### src/rtl/capture_trig_ctrl.sv
// Capture sequencer: pre-trigger fill, arm, post-trigger count into a circular sample RAM.
// Optional auto-trigger after AUTO_TIMEOUT armed clocks is built when CAPTURE_AUTO_TRIG_EN is defined.
module capture_trig_ctrl #(
    parameter int ENTRIES      = 512,
    parameter int ADDR_W       = 9,
    parameter int AUTO_TIMEOUT = 65535
) (
    input  logic              clk,
    input  logic              rst,
    input  logic              start,
    input  logic [ADDR_W-1:0] trig_pos,
    input  logic              trig_in,
    input  logic              smpl_en,
    input  logic              done_ack,
    output logic              set_armed,
    output logic              we,
    output logic [ADDR_W-1:0] waddr,
    output logic [ADDR_W-1:0] trig_addr,
    output logic              triggered,
    output logic              capture_done,
    output logic              busy
`ifdef CAPTURE_AUTO_TRIG_EN
    ,
    output logic              auto_trig
`endif
);

    localparam int CW = ADDR_W + 1;

    typedef enum logic [2:0] {
        IDLE  = 3'd0,
        FILL  = 3'd1,
        ARMED = 3'd2,
        POST  = 3'd3,
        DONE  = 3'd4
    } state_t;

    state_t            state_q, state_d;
    logic [ADDR_W-1:0] post_q;      // effective post-trigger count, latched on start
    logic [CW-1:0]     cnt_q;
    logic [CW-1:0]     cnt_inc;
    logic [CW-1:0]     fill_cnt;
    logic [CW-1:0]     post_ext;
    logic [ADDR_W-1:0] post_clamped;
    logic              auto_fire;
    logic              trig_fire;

    assign cnt_inc      = cnt_q + 1'b1;
    assign post_ext     = {1'b0, post_q};
    assign fill_cnt     = CW'(ENTRIES) - post_ext;
    assign post_clamped = (trig_pos > ADDR_W'(ENTRIES - 1)) ? ADDR_W'(ENTRIES - 1) : trig_pos;
    assign trig_fire    = trig_in || auto_fire;

`ifdef CAPTURE_AUTO_TRIG_EN
    localparam int AW = $clog2(AUTO_TIMEOUT + 1);
    logic [AW-1:0] auto_cnt_q;

    // Cleared whenever not ARMED, so it starts at zero on entry.
    assign auto_fire = (state_q == ARMED) && !trig_in && (auto_cnt_q == AW'(AUTO_TIMEOUT - 1));

    always_ff @(posedge clk or posedge rst) begin
        if (rst) begin
            auto_cnt_q <= '0;
            auto_trig  <= 1'b0;
        end else begin
            auto_cnt_q <= (state_q == ARMED) ? auto_cnt_q + 1'b1 : '0;
            if (state_q == IDLE && start)
                auto_trig <= 1'b0;
            else if (auto_fire)
                auto_trig <= 1'b1;
        end
    end
`else
    logic unused_auto_timeout;
    assign unused_auto_timeout = (AUTO_TIMEOUT != 0);
    assign auto_fire           = 1'b0;
`endif

    always_comb begin
        // NOTE: every signal driven here gets a default first, so no path can infer a latch.
        state_d      = state_q;
        we           = 1'b0;
        capture_done = 1'b0;
        busy         = (state_q != IDLE);
        unique case (state_q)
            IDLE: begin
                if (start)
                    state_d = FILL;
            end
            FILL: begin
                we = smpl_en;
                if (smpl_en && cnt_inc == fill_cnt)
                    state_d = ARMED;
            end
            ARMED: begin
                we = smpl_en;
                if (trig_fire) begin
                    // A sample taken on the trigger clock is the first post sample.
                    if (post_q == '0 || CW'(smpl_en) == post_ext)
                        state_d = DONE;
                    else
                        state_d = POST;
                end
            end
            POST: begin
                we = smpl_en;
                if (smpl_en && cnt_inc == post_ext)
                    state_d = DONE;
            end
            DONE: begin
                capture_done = 1'b1;
                if (done_ack)
                    state_d = IDLE;
            end
            default: state_d = IDLE;
        endcase
    end

    always_ff @(posedge clk or posedge rst) begin
        if (rst) begin
            // NOTE: sequential state uses non-blocking assignments so every register samples pre-edge values.
            state_q   <= IDLE;
            set_armed <= 1'b0;
            waddr     <= '0;
            trig_addr <= '0;
            triggered <= 1'b0;
            post_q    <= '0;
            cnt_q     <= '0;
        end else begin
            state_q   <= state_d;
            set_armed <= (state_q == ARMED) && (state_d == ARMED);
            if (we)
                waddr <= (waddr == ADDR_W'(ENTRIES - 1)) ? '0 : waddr + 1'b1;
            unique case (state_q)
                IDLE: begin
                    if (start) begin
                        waddr     <= '0;
                        cnt_q     <= '0;
                        triggered <= 1'b0;
                        post_q    <= post_clamped;
                    end
                end
                FILL: begin
                    if (smpl_en)
                        cnt_q <= (state_d == ARMED) ? '0 : cnt_inc;
                end
                ARMED: begin
                    if (trig_fire) begin
                        triggered <= trig_in;
                        trig_addr <= waddr;
                        cnt_q     <= CW'(smpl_en);
                    end
                end
                POST: begin
                    if (smpl_en)
                        cnt_q <= cnt_inc;
                end
                default: ;
            endcase
        end
    end

endmodule

### config.mk
export PLATFORM = sky130hd
export DESIGN_NAME = capture_trig_ctrl
export DESIGN_NICKNAME = d
export VERILOG_FILES = /design/src/rtl/capture_trig_ctrl.sv
export SDC_FILE = /design/constraint.sdc
export NUM_CORES = 1
export LEC_CHECK = 0
export CAP_MARGIN = 5
export CELL_PAD_IN_SITES_DETAIL_PLACEMENT = 1
export CELL_PAD_IN_SITES_GLOBAL_PLACEMENT = 1
export CORE_UTILIZATION = 38
export CTS_CLUSTER_SIZE = 30
export DETAILED_ROUTE_END_ITERATION = 16
export PLACE_DENSITY = 0.84
export SKIP_CTS_REPAIR_TIMING = 1
export SLEW_MARGIN = 20
export SYNTH_ARGS = -nofsm -noshare
export SYNTH_HDL_FRONTEND = slang
export SYNTH_SLANG_ARGS = --single-unit
### constraint.sdc
create_clock -name clk -period 3.3 [get_ports clk]
set_clock_uncertainty 0.2 [all_clocks]
set_input_delay 0.33 -clock clk [delete_from_list [all_inputs] [get_ports clk]]
set_output_delay 0.33 -clock clk [all_outputs]
set_load 0.05 [all_outputs]
# Word-level counts from Yosys, hierarchy flattened
# Cells that the tools add are included.
# word_totals
wordCells,61
in_bits,15
out_inout_bits,23
regBits,42
# op_classes
mux,23
n_lt_le_gt_ge,1
eq_ne,13
addsub,3
n_reduce_logical,14
# ops
cell,n
10-bit two-way mux,5
9-bit two-way mux,5
10-bit case mux with 4 select lines,1
3-bit two-way mux,6
3-bit case mux with 5 select lines,1
10-bit by 1-bit adder with 10-bit output (second input constant),1
10-bit equality test,1
10-bit by 9-bit equality test with 1-bit output,1
10-bit by 9-bit subtractor with 10-bit output (first input constant),1
9-bit by 1-bit adder with 9-bit output (second input constant),1
1-bit by 9-bit equality test with 1-bit output,1
3-bit by 2-bit equality test with 1-bit output (second input constant),3
9-bit equality test (second input constant),1
9-bit greater-than comparator (second input constant),1
9-bit zero test,1
2-bit != test (second input constant),4
5-bit AND reduction,1
1-bit two-way mux,4
2-bit AND reduction,2
4-bit nonzero test,1
3-bit by 1-bit equality test with 1-bit output (second input constant),1
3-bit equality test (second input constant),1
1-bit logical AND,3
3-bit zero test,1
other kinds (6),6

# Logic depth before layout (Yosys ltp)
# Gate-level depths: netlist of the first run.
# logic_depth
word_depth,9
depth_mapped,9
ltp_nobuf,9

# Worst setup path after synthesis of the first run
# No wires, ideal clock.
# synth_timing
path_kind,reg2reg
start,register post_q[2]
end,register cnt_q[5]
path_buffers,0
setup_slack_ns,-0.037
t_required_ns,2.974
synth_period_minus_slack_ns,3.337
setup_ns,0.126
stages_incl_launch_ff,9
arrival_ns,3.010
path_cell_list,dfrtp_1 > or4_4 > nor4b_1 > ha_1 > xor3_1 > o21ai_0 > a2111oi_4 > nor2_4 > a311o_1
# synth_via
elab_chain_cells,9
elab_cells_between_ends,17
classes_between,add/sub: 1; eq/ne: 4; mux: 8; reduce/logical: 4
# synth_rtl
element,line_no,rtl
from (decl),39,logic [ADDR_W-1:0] post_q;
from (signal assigned),140,post_q <= post_clamped;
10-bit by 9-bit subtractor with 10-bit output (tied with other cells),50,assign fill_cnt = CW'(ENTRIES) - post_ext;
10-bit equality test / 1-bit logical OR (equally long branches),"92, 99",
1-bit logical AND / 3-bit two-way mux (equally long branches),"92, 99",
3-bit two-way mux (on tied branches),"92, 97",
3-bit case mux with 5 select lines *,85,unique case (state_q)
3-bit by 2-bit equality test with 1-bit output *,145,cnt_q <= (state_d == ARMED) ? '0 : cnt_inc;
10-bit two-way mux *,145,
10-bit two-way mux *,144,if (smpl_en)
10-bit case mux with 4 select lines *,134,unique case (state_q)
to (signal assigned),145,
to (signal assigned),151,cnt_q <= CW'(smpl_en);
to (signal assigned),156,cnt_q <= cnt_inc;
to (decl),40,logic [CW-1:0] cnt_q;
# Every way passes the cells marked *; elsewhere a longest branch is shown, timed or not. The select of a mux whose other input is x is not followed.
# A chain may end at the register's enable or synchronous reset.

# Final worst setup path of the first run
# layout_timing
start,register post_q[2]
end,register cnt_q[6]
# The elaborated chain is that of the path after synthesis.

==> metrics.md, run 1 <==
| Metric | Value |
|---|---|
| Worst VDD drop | `0.520 mV` |
| Worst setup path class | `reg -> reg` |
| Util after Layout | `51.2%` |
| Top cells by area, synth | `dfrtp_1, mux2_2, xnor2_1, xor2_1, nor2_1` |
| Crit end category | `flop` |
| Initial DRC Count | `97` |
| # fillers | `691` |
| Share of layout cells above drive strength 1 | `20.1%` |
| Endpoints failing hold | `0` |
| Drt total wl | `7160 um` |
| HPWL after DPL | `5180 um` |
| Clock slew at reported path FFs | `0.09 ns` |
| Minimum clock period | `3.17 ns` |
| First-pass GRT wire length | `11,600 um` |
| Power per Cell Area | `828 nW/um^2` |
| Syn_nets | `268` |
| Vias per inst | `5.70` |
| Crit-path most repeated cell | `buf_4` |
| I/O Pins | `38` |
| Req. time, crit path | `3.29 ns` |
| Worst path bufs/invs | `3` |
| Sequential area share after synthesis | `41.4%` |
| Number of remaining DRC errors | `0` |
| Cells after Synth | `248` |
| Root Buffer | `clkbuf_8` |
| GPL Wtd Cong | `0.833` |
| CTS H-tree lvls | `2` |
| Die Area | `7020 um^2` |
| LEAKAGE | `1.44 nW` |
| CTS tree | `done` |
| Max-Cap Viols | `0` |
| Core Region | `6390 um^2` |
| Post-synth top area cell | `dfrtp_1` |
| All-Layer GR Usage | `21.1%` |
| ANT nets after route | `0` |
| Ant diodes | `0` |
| Syn avg cell area | `10.2 um^2` |
| Pin count of the biggest net entering global routing | `43` |
| Commonest cells in the netlist | `dfrtp_1, nor2_1, nand2_1, mux2_2, xnor2_1` |
| Worst path cell trace | `or4_4 > buf_4 > nor3_4 > xnor3_1 > or2_4 > a2111oi_4 > buf_6 > buf_4 > nor3_1 > a221o_1` |
| Worst-margin pin slew | `0.666 ns` |
| Gr ovfl total | `0` |
| Synth cell types | `53` |
| Flops & latches, synth | `42` |
| Yosys warning count | `0` |
| CP Max Fanout | `5` |
| Row count | `29` |
| Slowest stage delay, CP | `0.56 ns` |
| Post-synth top area share | `41.4%` |
| Post-synth ARST share | `100%` |
| Area Overhead vs Synth | `28.6%` |
| Worst R2R Setup Slack | `0.13 ns` |
| Port Buffers | `37` |
| CTS Buffer Depth | `2` |
| Die W | `83.8 um` |
| DR pass1 iterations | `4` |
| RSZ-0062 raised after global routing | `false` |
| Status | `completed` |
| Min-Delay Path Class | `in -> async` |
| Crit-path slowest cell | `or4_4` |
| Pwr Total | `0.00271 W` |
| Antenna violations before repair | `0` |
| Final setup fails | `0` |
| Slew headroom | `55.2%` |
| DR WL/cell | `18.8 um` |
| Starting Density | `39.8%` |
| Die Y | `83.8 um` |
| Cts bufs inserted | `5` |
| EDFF count, synth | `0` |
| Final period util | `96.0%` |
| Cell Area, Synth | `2540 um^2` |
| Sink Count | `42` |
| Worst Setup Start Kind | `flop` |
| Most frequent cell after synthesis | `dfrtp_1` |
| Slew Viols, Final | `0` |
| Vias in the first global route | `2,311` |
| Worst skew pair latency | `0.31 ns` |
| CP Data Arrival Time | `3.16 ns` |
| Ys flop type | `dfrtp_1` |
| NumNets Final | `323` |
| Largest delay share family, worst path | `simple AND/OR/NAND/NOR gates` |
| Via count | `2,173` |
| FMAX | `316 MHz` |
registers in the layout, indices dropped and copies added, names as in the netlist:
signal / cells
cnt_q: 10
triggered: 1
waddr: 9
state_q: 3
trig_addr: 9
post_q: 9
set_armed: 1
report_power, final:
group          total (W)  internal [W]  switching (W)
Clock           0.000428      0.000231       0.000198
Sequential      0.000857      0.000649       0.000208
Combinational    0.00142      0.000627       0.000794
per-stage QoR:
step,area [um^2],setup slack [ns],TNS [ns],hold WS (ns),instances
after detailed placement,3100,0.00453,0,0.299,369
final,3270,0.131,0,0.257,381
after floorplan,2540,0.0121,0,0.201,248
after global routing,3270,0.0291,0,0.334,381
after global placement,3100,0.0831,0,0.289,369
after CTS,3210,-0.0986,-0.416,0.279,377
routing by layer:
layer | up-vias | global-route usage [%] | wire length, um
li1 | 1002 | - | -
met1 | 1103 | 26.2 | 2960
met2 | 55 | 37.3 | 3800
met3 | 13 | 3.36 | 252
met4 | 0 | 7.40 | 143
met5 | - | 0 | 0
layout make-up:
| class | instances | area (um^2) | area share [%] |
|---|---|---|---|
| multi-input combinational | 187 | 1440 | 44.0 |
| sequential | 42 | 1050 | 32.2 |
| timing repair buffer | 56 | 524 | 16.0 |
| tap | 77 | 96.3 | 2.95 |
| clock buffer | 5 | 68.8 | 2.11 |
| clock inverter | 3 | 48.8 | 1.49 |
| inverter | 11 | 41.3 | 1.26 |
worst min-delay path, cell delays in order:
cell	delay, ns
clkdlybuf4s50_1	0.39
inv_1	0.05
buf_4	0.44
final timing paths:
path	from	to	cells past startpoint
min in group clk	trig_addr[0]$_DFFE_PP0P_	trig_addr[0]$_DFFE_PP0P_	1
max in group asynchronous	rst	cnt_q[2]$_DFFE_PP0P_	3
worst max-delay path	post_q[2]$_DFFE_PP0P_	cnt_q[6]$_DFFE_PP0P_	10
worst min-delay path	rst	waddr[0]$_DFF_PP0_	3
worst max register to register	post_q[2]$_DFFE_PP0P_	cnt_q[6]$_DFFE_PP0P_	10
worst min register to register	trig_addr[0]$_DFFE_PP0P_	trig_addr[0]$_DFFE_PP0P_	1
cells in the final DEF, fill, tap and decap left out, drive strengths merged, types with 3 or more instances in the layout:
master,count
dfrtp,42
clkdlybuf4s50,36
nor2,24
buf,20
nand2,18
mux2,15
xnor2,12
inv,12
o21ai,11
xor2,10
nand3,8
nor3,8
a221o,7
nand4,6
nor4,6
nand2b,5
a21oi,5
clkbuf,5
ha,5
or3,4
or2,4
a21o,4
mux2i,3
xnor3,3
kinds of logic (layout without fill, tap and decap cells):
family / Yosys count / after routing / share of synthesized area (%)
simple gates: 95 / 95 / 20.2
mux: 18 / 18 / 7.83
buf+inv: 19 / 75 / 2.95
xor+xnor: 27 / 27 / 12.3
flops: 42 / 42 / 41.4
compound gates: 42 / 42 / 12.9
fa+ha+maj: 5 / 5 / 2.46
Note: power is estimated with default switching activity, not from simulation.
==> run 2, diff against run 1 <==
--- a/config.mk
+++ b/config.mk
@@ -5,13 +5,14 @@
 export SDC_FILE = /design/constraint.sdc
 export NUM_CORES = 1
 export LEC_CHECK = 0
+export ABC_AREA = 1
 export CAP_MARGIN = 5
 export CELL_PAD_IN_SITES_DETAIL_PLACEMENT = 1
 export CELL_PAD_IN_SITES_GLOBAL_PLACEMENT = 1
-export CORE_UTILIZATION = 38
+export CORE_UTILIZATION = 35
 export CTS_CLUSTER_SIZE = 30
 export DETAILED_ROUTE_END_ITERATION = 16
-export PLACE_DENSITY = 0.84
+export PLACE_DENSITY = 0.86
 export SKIP_CTS_REPAIR_TIMING = 1
 export SLEW_MARGIN = 20
 export SYNTH_ARGS = -nofsm -noshare
==> metrics.md, run 2 <==
| Metric | Value |
|---|---|
| RSZ-0062 raised after global routing | `false` |
| Clock slew at reported path FFs | `0.09 ns (about the same)` |
| Status | `completed` |
| All-Layer GR Usage | `20.1% (-1.0 points)` |
| Cell Area, Synth | `2540 um^2 (about the same)` |
| Pin count of the biggest net entering global routing | `43 (unchanged)` |
| Worst VDD drop | `0.527 mV (+1.4%)` |
| Port Buffers | `37 (unchanged)` |
| Number of remaining DRC errors | `0 (unchanged)` |
| Worst skew pair latency | `0.30 ns (about the same)` |
| Cts bufs inserted | `5 (unchanged)` |
| Commonest cells in the netlist | `nand2_1, inv_1, dfrtp_1, nor2_1, nand3_1` |
| I/O Pins | `38 (unchanged)` |
| Crit path from | `smpl_en` |
| Starting Density | `36.8% (-3.0 points)` |
| Post-synth top area share | `41.3% (about the same)` |
| Worst Setup Start Kind | `primary input` |
| Minimum clock period | `2.68 ns (-0.488 ns)` |
| DR WL/cell | `14.5 um (-23%)` |
| Ys flop type | `dfrtp_1` |
| Post-synth ARST share | `100% (unchanged)` |
| Syn_nets | `371 (+38%)` |
| Top cells by area, synth | `dfrtp_1, nand2_1, inv_1, nand3_1, o21ai_0` |
| Area Overhead vs Synth | `23.9%` |
| Worst path bufs/invs | `3 (unchanged)` |
| Drt total wl | `7150 um (about the same)` |
| Reg with most FFs | `cnt_q` |
| Share of layout cells above drive strength 1 | `8.08% (-12 points)` |
| FMAX | `373 MHz (+18%)` |
| CTS Buffer Depth | `2 (unchanged)` |
| Final period util | `81.2% (-15 points)` |
| Vias per inst | `4.91 (-14%)` |
| Req. time, crit path | `2.77 ns (-0.52 ns)` |
| Endpoints failing hold | `0 (unchanged)` |
| DR pass1 iterations | `4 (unchanged)` |
| Power per Cell Area | `811 nW/um^2 (-2.1%)` |
| Crit-path slowest cell | `clkdlybuf4s50_1` |
| CP Data Arrival Time | `2.15 ns (-1.01 ns)` |
| Most frequent cell after synthesis | `nand2_1` |
| Root Buffer | `clkbuf_8` |
| CTS H-tree lvls | `2 (unchanged)` |
| Core Region | `6910 um^2 (+8.2%)` |
| LEAKAGE | `1.51 nW (+5.1%)` |
| Via count | `2,416 (+11%)` |
| Die W | `87.3 um (+4.1%)` |
| Syn avg cell area | `7.25 um^2 (-29%)` |
| Most common cell after layout, fill and taps aside | `nand2_1` |
| Largest delay share family, worst path | `buffers and inverters` |
| Slowest stage delay, CP | `0.86 ns (+0.30 ns)` |
| Final setup fails | `0 (unchanged)` |
| EDFF count, synth | `0 (unchanged)` |
| GPL Wtd Cong | `0.866 (+4.1%)` |
| ANT nets after route | `0 (unchanged)` |
| Ant diodes | `0 (unchanged)` |
| CTS tree | `done` |
| NumNets Final | `415 (+28%)` |
| Initial DRC Count | `60 (-38%)` |
| Slew headroom | `60.9% (+5.7 points)` |
| Slew Viols, Final | `0 (unchanged)` |
| Cells after Synth | `351 (+42%)` |
| HPWL after DPL | `5570 um (+7.5%)` |
| Worst path cell trace | `clkdlybuf4s50_1 > inv_1 > nor2_2 > clkdlybuf4s50_1` |
| Post-route setup TNS | `0 ns (unchanged)` |
| Min-Delay Path Class | `in -> async` |
| Flops & latches, synth | `42 (unchanged)` |
| Die Y | `87.3 um (+4.1%)` |
| Gr ovfl total | `0 (unchanged)` |
| Sequential area share after synthesis | `41.3% (about the same)` |
| Max reg flops | `10 (unchanged)` |
| Vias in the first global route | `2,541 (+10%)` |
| Max-Cap Viols | `0 (unchanged)` |
| Yosys warning count | `0 (unchanged)` |
| Final instance area | `3150 um^2 (-3.5%)` |
| CP Max Fanout | `6 (+1)` |
| Crit end category | `primary output` |
| Post-place instance area | `3040 um^2 (-1.9%)` |
| Sink Count | `42 (unchanged)` |
| Commonest cells after routing, fill and taps aside | `nand2_1, inv_1, dfrtp_1, clkdlybuf4s50_1, nor2_1` |
| Crit-path most repeated cell | `clkdlybuf4s50_1` |
| Row count | `30 (+3.4%)` |
| Die Area | `7610 um^2 (+8.5%)` |
| Worst setup path class | `in -> out` |
| Antenna violations before repair | `0 (unchanged)` |
| FF-to-FF Start | `post_q[1]$_DFFE_PP0P_` |
| Worst-margin pin slew | `0.585 ns (-0.0808 ns)` |
| Post-synth top area cell | `dfrtp_1` |
| Synth cell types | `32 (-40%)` |
| First-pass GRT wire length | `11,900 um (+2.0%)` |
[run 2: path summary, 6_finish.rpt]
path | to | slack [ns] | depth (start not counted)
max | we | 0.62 | 4
min | post_q[5]$_DFFE_PP0P_ | 0.27 | 3
max reg2reg | cnt_q[8]$_DFFE_PP0P_ | 0.84 | 11
min reg2reg | triggered$_DFFE_PP0P_ | 0.30 | 2
max in group asynchronous | cnt_q[9]$_DFFE_PP0P_ | 2.24 | 3
min in group clk | triggered$_DFFE_PP0P_ | 0.30 | 2
[run 2: logic make-up (layout without fill, tap and decap cells)]
logic type	count (synthesis)	after routing	share of synthesized area [%]
fa+ha+maj	5	5	2.46
simple gates	186	186	33.2
flops	42	42	41.3
xor+xnor	8	8	2.75
buf+inv	60	105	9.15
compound gates	49	49	10.7
mux	1	1	0.443
[run 2: metrics by stage]
step / instances / setup WS, ns / hold slack, ns / power, W / util, %
6_report: 492 / 0.620 / 0.271 / 0.00255 / 45.6
3_3_place_gp: 484 / 0.686 / 0.267 / 0.00208 / 44.0
4_1_cts: 492 / 0.626 / 0.299 / 0.00258 / 45.6
5_1_grt: 492 / 0.589 / 0.326 / 0.00275 / 45.6
3_5_place_dp: 484 / 0.663 / 0.271 / 0.00214 / 44.0
2_1_floorplan: 351 / 1.08 / 0.207 / 0.00174 / -
[run 2: tightest hold or removal path, stage by stage]
cell and delay, ns:
clkdlybuf4s50_1 0.40, inv_1 0.05, buf_4 0.46
[run 2: final cells by class]
class	instances	area [um^2]
fill	893	3750
multi-input combinational	249	1260
sequential	42	1050
timing repair buffer	40	393
inverter	57	214
tap	96	120
clock buffer	5	68.8
clock inverter	3	45.0
[run 2: per-layer routing]
| metal | vias up | track usage, % | part of all wire, % |
|---|---|---|---|
| met5 | - | 0 | 0 |
| met4 | 0 | 3.43 | 0.62 |
| met1 | 1172 | 24.6 | 45 |
| met3 | 6 | 3.89 | 3.0 |
| met2 | 32 | 36.9 | 51 |
| li1 | 1206 | - | - |
[run 2: report_power, final]
part           internal (W)  switching [W]
Combinational      0.000440       0.000857
Sequential         0.000663       0.000176
Clock              0.000225       0.000195
